===== src/rtl/mux4_rr_arbiter_if.sv =====
// Bundle between four 4-bit producers, the round-robin arbiter, and the single consumer.
interface mux4_rr_arbiter_if;
  logic [3:0] req;
  logic [3:0] I0;
  logic [3:0] I1;
  logic [3:0] I2;
  logic [3:0] I3;
  logic [3:0] gnt;
  logic [1:0] s;
  logic [3:0] o;
  logic       o_valid;
  logic       busy;

  modport master (
    output req, I0, I1, I2, I3,
    input  gnt, s, o, o_valid, busy
  );

  modport slave (
    input  req, I0, I1, I2, I3,
    output gnt, s, o, o_valid, busy
  );
endinterface


===== src/rtl/mux4_rr_arbiter.sv =====
// Round-robin arbiter sharing a 4-bit 4:1 select datapath, with a per-grant hold
// timeout and registered select/data outputs.
module mux4_rr_arbiter #(
  parameter int unsigned MAX_HOLD = 8,
  parameter int unsigned CNT_W    = 4
) (
  input logic               clk,
  input logic               rst_n,
  mux4_rr_arbiter_if.slave  bus
);

  localparam logic [0:0] IDLE  = 1'b0;
  localparam logic [0:0] GRANT = 1'b1;
  localparam logic [CNT_W-1:0] HOLD_LAST = CNT_W'(MAX_HOLD - 1);

  logic [0:0]       state_q, state_d;
  logic [1:0]       ptr_q, ptr_d;
  logic [1:0]       s_q, s_d;
  logic [3:0]       gnt_q, gnt_d;
  logic [3:0]       o_q, o_d;
  logic             ov_q, ov_d;
  logic             busy_q, busy_d;
  logic [CNT_W-1:0] hold_q, hold_d;

  logic [7:0] req_dbl;
  logic [3:0] req_rot;
  logic [1:0] pick_off;
  logic [1:0] pick;
  logic [3:0] sel_data;

  // Rotate requests so index 0 is the pointer, then take the lowest set bit.
  always_comb begin
    req_dbl = {bus.req, bus.req};
    req_rot = req_dbl[{1'b0, ptr_q} +: 4];
    if (req_rot[0])      pick_off = 2'd0;
    else if (req_rot[1]) pick_off = 2'd1;
    else if (req_rot[2]) pick_off = 2'd2;
    else                 pick_off = 2'd3;
    pick = ptr_q + pick_off;
  end

  always_comb begin
    case (s_q)
      2'd0:    sel_data = bus.I0;
      2'd1:    sel_data = bus.I1;
      2'd2:    sel_data = bus.I2;
      default: sel_data = bus.I3;
    endcase
  end

  // Next-state and next-output logic.
  always_comb begin
    state_d = state_q;
    ptr_d   = ptr_q;
    s_d     = s_q;
    gnt_d   = gnt_q;
    o_d     = o_q;
    ov_d    = 1'b0;
    hold_d  = hold_q;
    case (state_q)
      IDLE: begin
        gnt_d = 4'b0000;
        if (|bus.req) begin
          state_d = GRANT;
          s_d     = pick;
          gnt_d   = 4'b0001 << pick;
          hold_d  = '0;
        end
      end
      GRANT: begin
        o_d  = sel_data;
        ov_d = 1'b1;
        if (!bus.req[s_q] || (hold_q == HOLD_LAST)) begin
          state_d = IDLE;
          gnt_d   = 4'b0000;
          ptr_d   = s_q + 2'd1;
          hold_d  = '0;
        end else begin
          hold_d = hold_q + CNT_W'(1);
        end
      end
      default: begin
        state_d = IDLE;
        gnt_d   = 4'b0000;
      end
    endcase
    busy_d = (state_d == GRANT);
  end

  always_ff @(posedge clk) begin
    if (!rst_n) begin
      state_q <= IDLE;
      ptr_q   <= 2'd0;
      s_q     <= 2'd0;
      gnt_q   <= 4'b0000;
      o_q     <= 4'h0;
      ov_q    <= 1'b0;
      busy_q  <= 1'b0;
      hold_q  <= '0;
    end else begin
      state_q <= state_d;
      ptr_q   <= ptr_d;
      s_q     <= s_d;
      gnt_q   <= gnt_d;
      o_q     <= o_d;
      ov_q    <= ov_d;
      busy_q  <= busy_d;
      hold_q  <= hold_d;
    end
  end

  assign bus.gnt     = gnt_q;
  assign bus.s       = s_q;
  assign bus.o       = o_q;
  assign bus.o_valid = ov_q;
  assign bus.busy    = busy_q;

endmodule

===== src/flat_wrapper.sv =====
// flat-port wrapper written by rule: the top's interface ports become plain ports
module mux4_rr_arbiter_flat 
#(
  parameter int unsigned MAX_HOLD = 8,
  parameter int unsigned CNT_W    = 4
)
  (clk, rst_n, bus_req, bus_I0, bus_I1, bus_I2, bus_I3, bus_gnt, bus_s, bus_o, bus_o_valid, bus_busy);
  mux4_rr_arbiter_if bus_i ();
  input logic clk;
  input logic rst_n;
  input wire logic [$bits(bus_i.req)-1:0] bus_req;
  input wire logic [$bits(bus_i.I0)-1:0] bus_I0;
  input wire logic [$bits(bus_i.I1)-1:0] bus_I1;
  input wire logic [$bits(bus_i.I2)-1:0] bus_I2;
  input wire logic [$bits(bus_i.I3)-1:0] bus_I3;
  output wire logic [$bits(bus_i.gnt)-1:0] bus_gnt;
  output wire logic [$bits(bus_i.s)-1:0] bus_s;
  output wire logic [$bits(bus_i.o)-1:0] bus_o;
  output wire logic [$bits(bus_i.o_valid)-1:0] bus_o_valid;
  output wire logic [$bits(bus_i.busy)-1:0] bus_busy;
  assign bus_i.req = bus_req;
  assign bus_i.I0 = bus_I0;
  assign bus_i.I1 = bus_I1;
  assign bus_i.I2 = bus_I2;
  assign bus_i.I3 = bus_I3;
  assign bus_gnt = bus_i.gnt;
  assign bus_s = bus_i.s;
  assign bus_o = bus_i.o;
  assign bus_o_valid = bus_i.o_valid;
  assign bus_busy = bus_i.busy;
  mux4_rr_arbiter #(.MAX_HOLD(MAX_HOLD), .CNT_W(CNT_W)) u_core (.clk(clk), .rst_n(rst_n), .bus(bus_i));
endmodule

===== config.mk =====
export PLATFORM = sky130hd
export DESIGN_NAME = mux4_rr_arbiter_flat
export DESIGN_NICKNAME = d
export VERILOG_FILES = /design/src/rtl/mux4_rr_arbiter_if.sv /design/src/rtl/mux4_rr_arbiter.sv /design/src/flat_wrapper.sv
export SDC_FILE = /design/constraint.sdc
export NUM_CORES = 1
export LEC_CHECK = 0
export CAP_MARGIN = 25
export CORE_ASPECT_RATIO = 1.2
export CORE_MARGIN = 4
export CORE_UTILIZATION = 40
export DETAILED_ROUTE_END_ITERATION = 12
export DONT_BUFFER_PORTS = 1
export PLACE_DENSITY = 0.53
export SYNTH_ARGS = -nofsm -noshare
export SYNTH_HDL_FRONTEND = slang
export SYNTH_SLANG_ARGS = --single-unit

===== constraint.sdc =====
create_clock -name clk -period 3.03 [get_ports clk]
set_input_delay 0.606 -clock clk [delete_from_list [all_inputs] [get_ports clk]]
set_output_delay 0.606 -clock clk [all_outputs]
set_load 0.01 [all_outputs]

Word level (Yosys, flattened, before mapping)
Index checks and enable logic that the tools add are counted.
{"block": "op_classes", "n_addsub": 3, "n_lt_le_gt_ge": 1, "n_eq_ne": 5, "shifts": 2, "mux": 16, "bitwise": 1, "reduce_logical": 6}
{"op": "$mux W4", "n": 4}
{"op": "$pmux W4 S2", "n": 2}
{"op": "$pmux W4 S3", "n": 1}
{"op": "$shiftx A8 B3 Y3", "n": 1}
{"op": "$mux W1", "n": 5}
{"op": "$add A4 B1 Y4 const B", "n": 1}
{"op": "$eq A4 B3 Y1 const B", "n": 1}
{"op": "$mux W2", "n": 2}
{"op": "$reduce_and A2 Y1", "n": 2}
{"op": "$reduce_or A4 Y1", "n": 1}
{"op": "$shl A1 B2 Y4 const A", "n": 1}
{"op": "$lt A2 B3 Y1 const B", "n": 1}
{"op": "$add A2 B1 Y2 const B", "n": 1}
{"op": "$add A2 B2 Y2", "n": 1}
{"op": "$bmux W1 S2", "n": 1}
{"op": "$eq A2 B1 Y1 const B", "n": 1}
{"op": "$eq A2 B2 Y1 const B", "n": 1}
{"op": "$logic_not A2 Y1", "n": 1}
{"op": "$ne A2 B1 Y1 const B", "n": 1}
{"op": "$ne A2 B2 Y1 const B", "n": 1}
{"op": "$pmux W1 S2", "n": 1}
{"op": "$logic_not A1 Y1", "n": 1}
{"op": "$logic_or A1 B1 Y1", "n": 1}
{"op": "$not A1 Y1", "n": 1}
{"block": "totals", "regBits": 18, "input_bits": 22, "out_inout_bits": 12, "wordCells": 41}

Depth between registers and ports, before layout
Gate-level depths: netlist (run 1).
{"block": "logic_depth", "word_depth": 8, "ltp_mapped": 9, "mapped_depth_nobuf": 8}

Worst setup path before layout (run 1)
Ideal clock, no wire load.
{"block": "synth_timing", "kind": "input port to flip-flop", "start": "input bus_req[2]", "end": "register u_core.gnt_q[1], in the netlist u_core.bus.gnt[1]", "setup_time_ns": 0.117, "arrival_ns": 2.162, "t_required_ns": 2.913, "path_slack_ns": 0.750, "stages": 8, "n_path_buf": 0, "path_cell_list": "nand2b_1 -> a21oi_1 -> a221o_2 -> ha_1 -> or3_2 -> o21ai_0 -> nor3_2 -> a32o_1"}
{"block": "synth_via", "elab_chain_len": 8, "word_cells_on_any_way": 14, "classes_between": "add/sub (1); eq/ne (1); shift (2); mux (7); reduce/logical (3)"}
{"item": "from (decl)", "line": "flat_wrapper.sv:11", "source": "input wire logic [$bits(bus_i.req)-1:0] bus_req;"}
{"item": "$shiftx A8 B3 Y3", "line": "mux4_rr_arbiter.sv:34", "source": "req_rot = req_dbl[{1'b0, ptr_q} +: 4];"}
{"item": "$mux W1", "line": "mux4_rr_arbiter.sv:37", "source": "else if (req_rot[2]) pick_off = 2'd2;"}
{"item": "$mux W2", "line": "mux4_rr_arbiter.sv:36", "source": "else if (req_rot[1]) pick_off = 2'd1;"}
{"item": "$mux W2", "line": "mux4_rr_arbiter.sv:35", "source": "if (req_rot[0]) pick_off = 2'd0;"}
{"item": "$add A2 B2 Y2", "line": "mux4_rr_arbiter.sv:39", "source": "pick = ptr_q + pick_off;"}
{"item": "$shl A1 B2 Y4", "line": "mux4_rr_arbiter.sv:66", "source": "gnt_d = 4'b0001 << pick;"}
{"item": "$mux W4", "line": "mux4_rr_arbiter.sv:63", "source": "if (|bus.req) begin"}
{"item": "$pmux W4 S2", "line": "mux4_rr_arbiter.sv:60", "source": "case (state_q)"}
{"item": "to (signal assigned)", "line": "mux4_rr_arbiter.sv:104", "source": "gnt_q <= gnt_d;"}
{"item": "to (decl)", "line": "mux4_rr_arbiter.sv:19", "source": "logic [3:0] gnt_q, gnt_d;"}
Parallel ways exist; a longest one is shown, timed or not. The select of a mux whose other input is x is not followed.
A chain may end at the register's enable or synchronous reset.

Final worst setup path (run 1)
{"block": "layout_timing", "start": "register u_core.ptr_q[1]", "end": "register u_core.gnt_q[1], in the netlist u_core.bus.gnt[1]"}
{"block": "layout_via", "elab_chain_len": 8}
{"item": "from (decl)", "line": "mux4_rr_arbiter.sv:17", "source": "logic [1:0] ptr_q, ptr_d;"}
{"item": "from (signal assigned)", "line": "mux4_rr_arbiter.sv:102", "source": "ptr_q <= ptr_d;"}
{"item": "$shiftx A8 B3 Y3", "line": "mux4_rr_arbiter.sv:34"}
{"item": "$mux W1", "line": "mux4_rr_arbiter.sv:37"}
{"item": "$mux W2", "line": "mux4_rr_arbiter.sv:36"}
{"item": "$mux W2", "line": "mux4_rr_arbiter.sv:35"}
{"item": "$add A2 B2 Y2 (*)", "line": "mux4_rr_arbiter.sv:39"}
{"item": "$shl A1 B2 Y4 (*)", "line": "mux4_rr_arbiter.sv:66"}
{"item": "$mux W4 (*)", "line": "mux4_rr_arbiter.sv:63"}
{"item": "$pmux W4 S2 (*)", "line": "mux4_rr_arbiter.sv:60"}
Every way passes the cells marked *; elsewhere a longest branch is shown, timed or not.

==> summary.md, run 1 <==
| Metric | Value |
|---|---|
| Run status | `completed` |
| Chip width | `54.1 um` |
| Largest delay share family, worst path | `compound AO/OA/AOI/OAI gates` |
| Leak Pwr | `0.402 nW` |
| # fillers | `243` |
| Placed inst area | `0.00103 mm2` |
| Post-CTS sizing | `0` |
| Fraction of the cycle the final worst path needs | `76.8%` |
| Vias in the first global route | `796` |
| Slew Limit Fails | `0` |
| Worst hold path type | `in2reg` |
| Drt total wl | `2080 um` |
| Final Skew | `0.00279 ns` |
| CP Launch Point | `u_core.ptr_q[1]` |
| Pwr/cell area | `521 mW/mm2` |
| Layout cells sized above 1 | `10.6%` |
| Slowest cell on crit path | `dfxtp_1` |
| Setup TNS | `0 ns` |
| Post-DP HPWL | `1640 um` |
| Antenna violations before repair | `0` |
| Post-synthesis sequential area ratio | `35.3%` |
| Vias/cell | `5.61` |
| Flops & latches, synth | `18` |
| Final min period | `2.33 ns` |
| Crit path buffers/inverters | `0` |
| Die Ht | `63.3 um` |
| Largest net degree at the start of global routing | `15` |
| Yosys warnings | `0` |
| # diodes | `0` |
| Final instance area | `0.00106 mm2` |
| R2R setup slack | `0.70 ns` |
| GPL Wtd Cong | `0.742` |
| Post-CTS Hold Buffers | `0` |
| I/O pin count | `34` |
| CTS tree | `done` |
| Routed via count | `808` |
| Worst reg-to-reg path cell count | `8` |
| DR WL/cell | `14.5 um` |
| Post-CTS setup buffer count | `0` |
| WHS Path Cells | `1` |
| Fmax | `0.430 GHz` |
| Core Footprint | `0.00235 mm2` |
| Port Buffer Count | `0` |
| Skew-Pair Late Insertion Delay | `0.28 ns` |
| DR DRC count | `0` |
| Die area | `0.00342 mm2` |
| DRT iter0 DRCs | `14` |
| Power Total | `0.555 mW` |
| Max rail drop VDD | `0.328 mV` |
| Final Setup Violations | `0` |
| CP required | `3.22 ns` |
| Kind of critical path | `reg2reg` |
| Total GRT Usage | `13.3%` |
| FP Rows | `19` |
| H-tree depth | `1` |
| Distinct cells, synth | `40` |
| Global-route wire length before repair | `3440 um` |
| Clock buffer depth | `2` |
| Total of max-cap violations | `0` |
| Most common cell after layout, fill and taps aside | `dfxtp_1` |
| Pre-antenna DRT Iters | `4` |
| Critical path endpoint | `u_core.bus.gnt[1]` |
| Mapped Nets | `141` |
| Nets@finish | `142` |
| Initial cell density of the core | `43.3%` |
| Worst Path Arrival | `2.51 ns` |
| Cts bufs inserted | `3` |
| Final ANT Viol Nets | `0` |
| CP Cell Sequence | `nand2b_1, a21oi_1, a221o_2, ha_1, or3_2, o21ai_0, nor3_2, a32o_1` |
| Most frequent cells in the layout | `dfxtp_1 (18), nand2_1 (14), o21ai_0 (13), ha_1 (6)` |
| Slowest stage delay, CP | `0.51 ns` |
| Synth-to-layout area growth | `4.29%` |
| FF-to-FF Start | `u_core.ptr_q[1]` |
| Crit Reg-Reg Endpoint | `u_core.bus.gnt[1]` |
| Final Hold Viols | `0` |
| Root buf cell | `clkbuf_4` |
| Crit path max fanout | `10` |
| Clock Sinks | `18` |
| Critical path startpoint category | `flip-flop` |
| RSZ-0062 raised after global routing | `no` |
| Synthesized instance count | `113` |
| Synth Cell Area | `0.00102 mm2` |
| Worst Max-Slew Pin Slew | `0.471 ns` |
| Relative slew margins | `68.6%` |
| WP depth | `8` |
| Aggregate global routing overflow | `0` |
| Worst-path clk slew | `0.10 ns` |
| Avg Cell Area, Syn | `9.02 um2` |
| Setup crit end kind | `flip-flop` |
[layer usage]
metal	wire length [um]	part of all wire, %	GRT usage (%)	vias up
met3	122	5.9	3.77	2
met5	0	0	0	-
met1	881	42	15.5	371
met4	13	0.62	5.61	0
li1	-	-	-	419
met2	1070	51	22.0	16
[metrics by stage]
step | utilization (%) | setup slack, ns | hold slack (ns) | cells
finish | 45.2 | 0.704 | 0.441 | 144
global route | 45.2 | 0.591 | 0.418 | 144
CTS | 45.2 | 0.698 | 0.424 | 144
detailed placement | 43.6 | 0.659 | 0.475 | 140
global placement | 43.6 | 0.712 | 0.477 | 140
floorplan | - | 0.750 | 0.451 | 113
[worst min path at each step]
stage | from | end | slack, ns
floorplan | u_core.hold_q[3] | u_core.hold_q[3] | 0.45
global placement | u_core.hold_q[3] | u_core.hold_q[3] | 0.48
detailed placement | u_core.hold_q[3] | u_core.hold_q[3] | 0.47
CTS | rst_n | u_core.ptr_q[0] | 0.42
global route | rst_n | u_core.bus.o[1] | 0.42
finish | rst_n | u_core.ptr_q[0] | 0.44
[layout make-up]
| type | instances | area (um2) | area share (%) |
|---|---|---|---|
| Clock buffer | 4 | 36.3 | 3.41 |
| Inverter | 4 | 15.0 | 1.41 |
| Sequential cell | 18 | 360 | 33.9 |
| Multi-Input combinational cell | 87 | 613 | 57.6 |
| Tap cell | 31 | 38.8 | 3.65 |
[where the power goes]
part	total, mW	switching, mW	leakage, nW	internal, mW
sequential	0.298	0.0385	0.147	0.260
combinational	0.113	0.0554	0.234	0.0578
clock	0.143	0.0702	0.0210	0.0731
total	0.555	0.164	0.402	0.391
[cells in the mapped netlist]
cell type / n / area, um2
a211oi_1: 1 / 7.51
a21boi_0: 1 / 7.51
a21oi_1: 2 / 10.0
a21oi_2: 1 / 8.76
a221o_2: 1 / 11.3
a222oi_1: 4 / 40.0
a22o_1: 2 / 17.5
a31oi_1: 1 / 6.26
a32o_1: 1 / 10.0
and2_0: 1 / 6.26
and2_1: 3 / 18.8
buf_2: 1 / 5.00
buf_6: 2 / 22.5
clkbuf_1: 1 / 3.75
dfxtp_1: 18 / 360
ha_1: 6 / 75.1
inv_1: 4 / 15.0
mux2_2: 1 / 11.3
mux2i_1: 4 / 40.0
mux4_2: 1 / 22.5
nand2_1: 14 / 52.6
nand2b_1: 3 / 18.8
nand3_1: 2 / 10.0
nand3b_1: 1 / 7.51
nand4_1: 1 / 6.26
nor2_1: 5 / 18.8
nor2b_1: 5 / 31.3
nor3_1: 1 / 5.00
nor3_2: 1 / 10.0
nor3b_1: 1 / 7.51
nor4_1: 1 / 6.26
o2111a_1: 1 / 11.3
o211a_1: 1 / 10.0
o21ai_0: 13 / 65.1
o21ai_1: 1 / 5.00
o31a_1: 1 / 8.76
o31ai_1: 2 / 15.0
o31ai_2: 1 / 12.5
or3_2: 1 / 7.51
or4_4: 1 / 11.3
[cells by family (layout without fill, tap and decap cells)]
| family | after synthesis | in the layout | share of synthesized area (%) |
|---|---|---|---|
| buffers and inverters | 8 | 8 | 4.54 |
| DFF | 18 | 18 | 35.3 |
| adders and majority gates | 6 | 6 | 7.36 |
| and+or+nand+nor | 41 | 41 | 21.4 |
| muxes | 6 | 6 | 7.24 |
| AOI/OAI and AO/OA | 34 | 34 | 24.2 |
[registers in the layout, indices dropped and copies added (netlist names)]
register and cells:
u_core.bus.o 4, u_core.hold_q 4, u_core.bus.o_valid 1, u_core.bus.s 2
u_core.state_q 1, u_core.ptr_q 2, u_core.bus.gnt 4
No activity file was read; power rests on OpenSTA's default activity.
==> run 2, diff against run 1 <==
Clock period 3.03 ns to 2.2 ns, I/O delays scaled along.
==> summary.md, run 2 (same netlist as run 1, synthesis figures left out) <==
| Metric | Value |
|---|---|
| Run status | `completed` |
| WHS Path Cells | `1 (unchanged)` |
| Drt total wl | `2050 um (-1.4%)` |
| GPL Wtd Cong | `0.757 (+2.0%)` |
| Setup crit end kind | `flip-flop` |
| Vias/cell | `5.64 (+0.43%)` |
| RSZ-0062 raised after global routing | `no` |
| DR DRC count | `0 (unchanged)` |
| Cts bufs inserted | `3 (unchanged)` |
| Pre-antenna DRT Iters | `4 (unchanged)` |
| R2R setup slack | `0.13 ns (-0.57 ns)` |
| H-tree depth | `1 (unchanged)` |
| Relative slew margins | `72.9% (+4.4 points)` |
| Setup TNS | `0 ns (unchanged)` |
| Aggregate global routing overflow | `0 (unchanged)` |
| Die area | `0.00342 mm2 (unchanged)` |
| Hold path start | `rst_n` |
| Worst-path clk slew | `0.11 ns (about the same)` |
| Antenna violations before repair | `0 (unchanged)` |
| Core Footprint | `0.00235 mm2 (unchanged)` |
| Worst reg-to-reg path cell count | `8 (unchanged)` |
| Post-CTS Hold Buffers | `0 (unchanged)` |
| CTS tree | `done` |
| Worst-case hold path end point | `u_core.ptr_q[0]` |
| Final Skew | `0.00638 ns (+0.00360 ns)` |
| DR WL/cell | `13.9 um (-4.1%)` |
| # diodes | `0 (unchanged)` |
| Leak Pwr | `0.424 nW (+5.3%)` |
| CP required | `2.39 ns (-0.83 ns)` |
| Slew Limit Fails | `0 (unchanged)` |
| Critical path startpoint category | `flip-flop` |
| Port Buffer Count | `0 (unchanged)` |
| Most frequent cells in the layout | `dfxtp_1 (17), nand2_1 (14), o21ai_0 (13), ha_1 (6)` |
| Post-layout utilization of the core | `46.5% (+1.3 points)` |
| I/O pin count | `34 (unchanged)` |
| Comb pwr share | `22.4% (+2.0 points)` |
| Nets@finish | `146 (+2.8%)` |
| Crit Reg-Reg Endpoint | `u_core.bus.gnt[1]` |
| Layout cells sized above 1 | `14.5% (+3.9 points)` |
| Clock buffer depth | `2 (unchanged)` |
| Chip width | `54.1 um (unchanged)` |
| Worst Path Arrival | `2.26 ns (-0.25 ns)` |
| Skew-Pair Late Insertion Delay | `0.29 ns (about the same)` |
| Root buf cell | `clkbuf_4` |
| Largest net degree at the start of global routing | `15 (unchanged)` |
| Max rail drop VDD | `0.318 mV (-3.2%)` |
| P_sw | `0.231 mW (+41%)` |
| Routed via count | `834 (+3.2%)` |
| Total GRT Usage | `13.9% (+0.59 points)` |
| Final Setup Violations | `0 (unchanged)` |
| Sequential Power Share | `51.7% (-2.1 points)` |
| Crit path max fanout | `5 (-5)` |
| Pwr/cell area | `710 mW/mm2 (+36%)` |
| Initial cell density of the core | `43.3% (unchanged)` |
| Global-route wire length before repair | `3680 um (+7.0%)` |
| Most common cell after layout, fill and taps aside | `dfxtp_1` |
| Post-CTS setup buffer count | `0 (unchanged)` |
| Final ANT Viol Nets | `0 (unchanged)` |
| Total of max-cap violations | `0 (unchanged)` |
| FP Rows | `19 (unchanged)` |
| Final min period | `2.07 ns (-0.255 ns)` |
| Clock Sinks | `18 (unchanged)` |
| Worst Max-Slew Pin Slew | `0.402 ns (-0.0687 ns)` |
| Worst hold path type | `in2reg` |
| Clock power frac | `25.9% (about the same)` |
| Switching share of power | `29.7% (+0.15 points)` |
| Synth-to-layout area growth | `7.36%` |
| Cell-internal power | `0.546 mW (+40%)` |
| Post-CTS sizing | `0 (unchanged)` |
| Final Hold Viols | `0 (unchanged)` |
| Kind of critical path | `reg2reg` |
| Die Ht | `63.3 um (unchanged)` |
| Fmax | `0.483 GHz (+12%)` |
| Fraction of the cycle the final worst path needs | `94.1% (+17 points)` |
| Vias in the first global route | `843 (+5.9%)` |
| DRT iter0 DRCs | `13 (-1)` |
| Post-DP HPWL | `1640 um (about the same)` |
| FF-to-FF Start | `u_core.ptr_q[1]` |
==> run 2: changes by cell type in the layout (fill, tap and decap cells not counted), sizes merged <==
cell	previous run	this run
buf	0	4
==> run 2: worst max-delay path, cell delays in order, from the launching register on <==
cell      delay, ns
dfxtp_2        0.36
nand2b_1       0.10
a21oi_1        0.06
a221o_2        0.38
ha_1           0.19
or3_2          0.44
o21ai_0        0.10
nor3_2         0.10
a32o_1         0.24
==> run 2: metrics by stage <==
step                      cells  hold slack, ns  instance area, um2  total power, mW  worst slack, ns
after floorplan             113           0.451                1020            0.552           0.0661
after global placement      144           0.477                1060            0.583           0.0937
after detailed placement    144           0.471                1060            0.587           0.0629
after CTS                   148           0.259                1090            0.790           0.0607
after global routing        148           0.250                1090            0.839           0.0142
final                       148           0.272                1090            0.777            0.130
==> run 2: worst max path at each step <==
stage	start	to	slack (ns)	depth (start not counted)
finish	u_core.ptr_q[1]	u_core.bus.gnt[1]	0.13	8
global route	u_core.ptr_q[1]	u_core.bus.gnt[1]	0.01	8
CTS	u_core.ptr_q[1]	u_core.bus.gnt[1]	0.06	8
detailed placement	bus_req[3]	u_core.bus.gnt[1]	0.06	8
global placement	bus_req[2]	u_core.bus.gnt[1]	0.09	8
floorplan	u_core.ptr_q[1]	u_core.bus.gnt[1]	0.07	9
==> run 2: layout make-up <==
cell class / instances / area [um2]
Clock buffer: 4 / 36.3
Fill cell: 233 / 1260
Inverter: 4 / 15.0
Multi-Input combinational cell: 87 / 613
Sequential cell: 18 / 362
Tap cell: 31 / 38.8
Timing Repair Buffer: 4 / 30.0
==> run 2: power by group through the flow <==
stage | Combinational, mW | Sequential (mW) | Clock [mW]
5_1_grt | 0.201 | 0.409 | 0.229
4_1_cts | 0.177 | 0.404 | 0.210
3_3_place_gp | 0.173 | 0.411 | 0
2_1_floorplan | 0.154 | 0.398 | 0
3_5_place_dp | 0.176 | 0.411 | 0
6_report | 0.174 | 0.402 | 0.201
==> run 2: layer usage <==
layer  routed length [um]  global-route usage (%)  up-vias
met5                    0                       0        -
li1                     -                       -      429
met4                   19                    6.54        0
met3                  117                    4.72        2
met1                  882                    16.5      391
met2                 1030                    21.8       12
==> run 3, diff against run 2 <==
Settings changed: ABC_CLOCK_PERIOD_IN_PS set to 2200, SLEW_MARGIN set to 20.
==> results of run 3 <==
No change in the layout: final DEF, timing and power equal those of run 2.
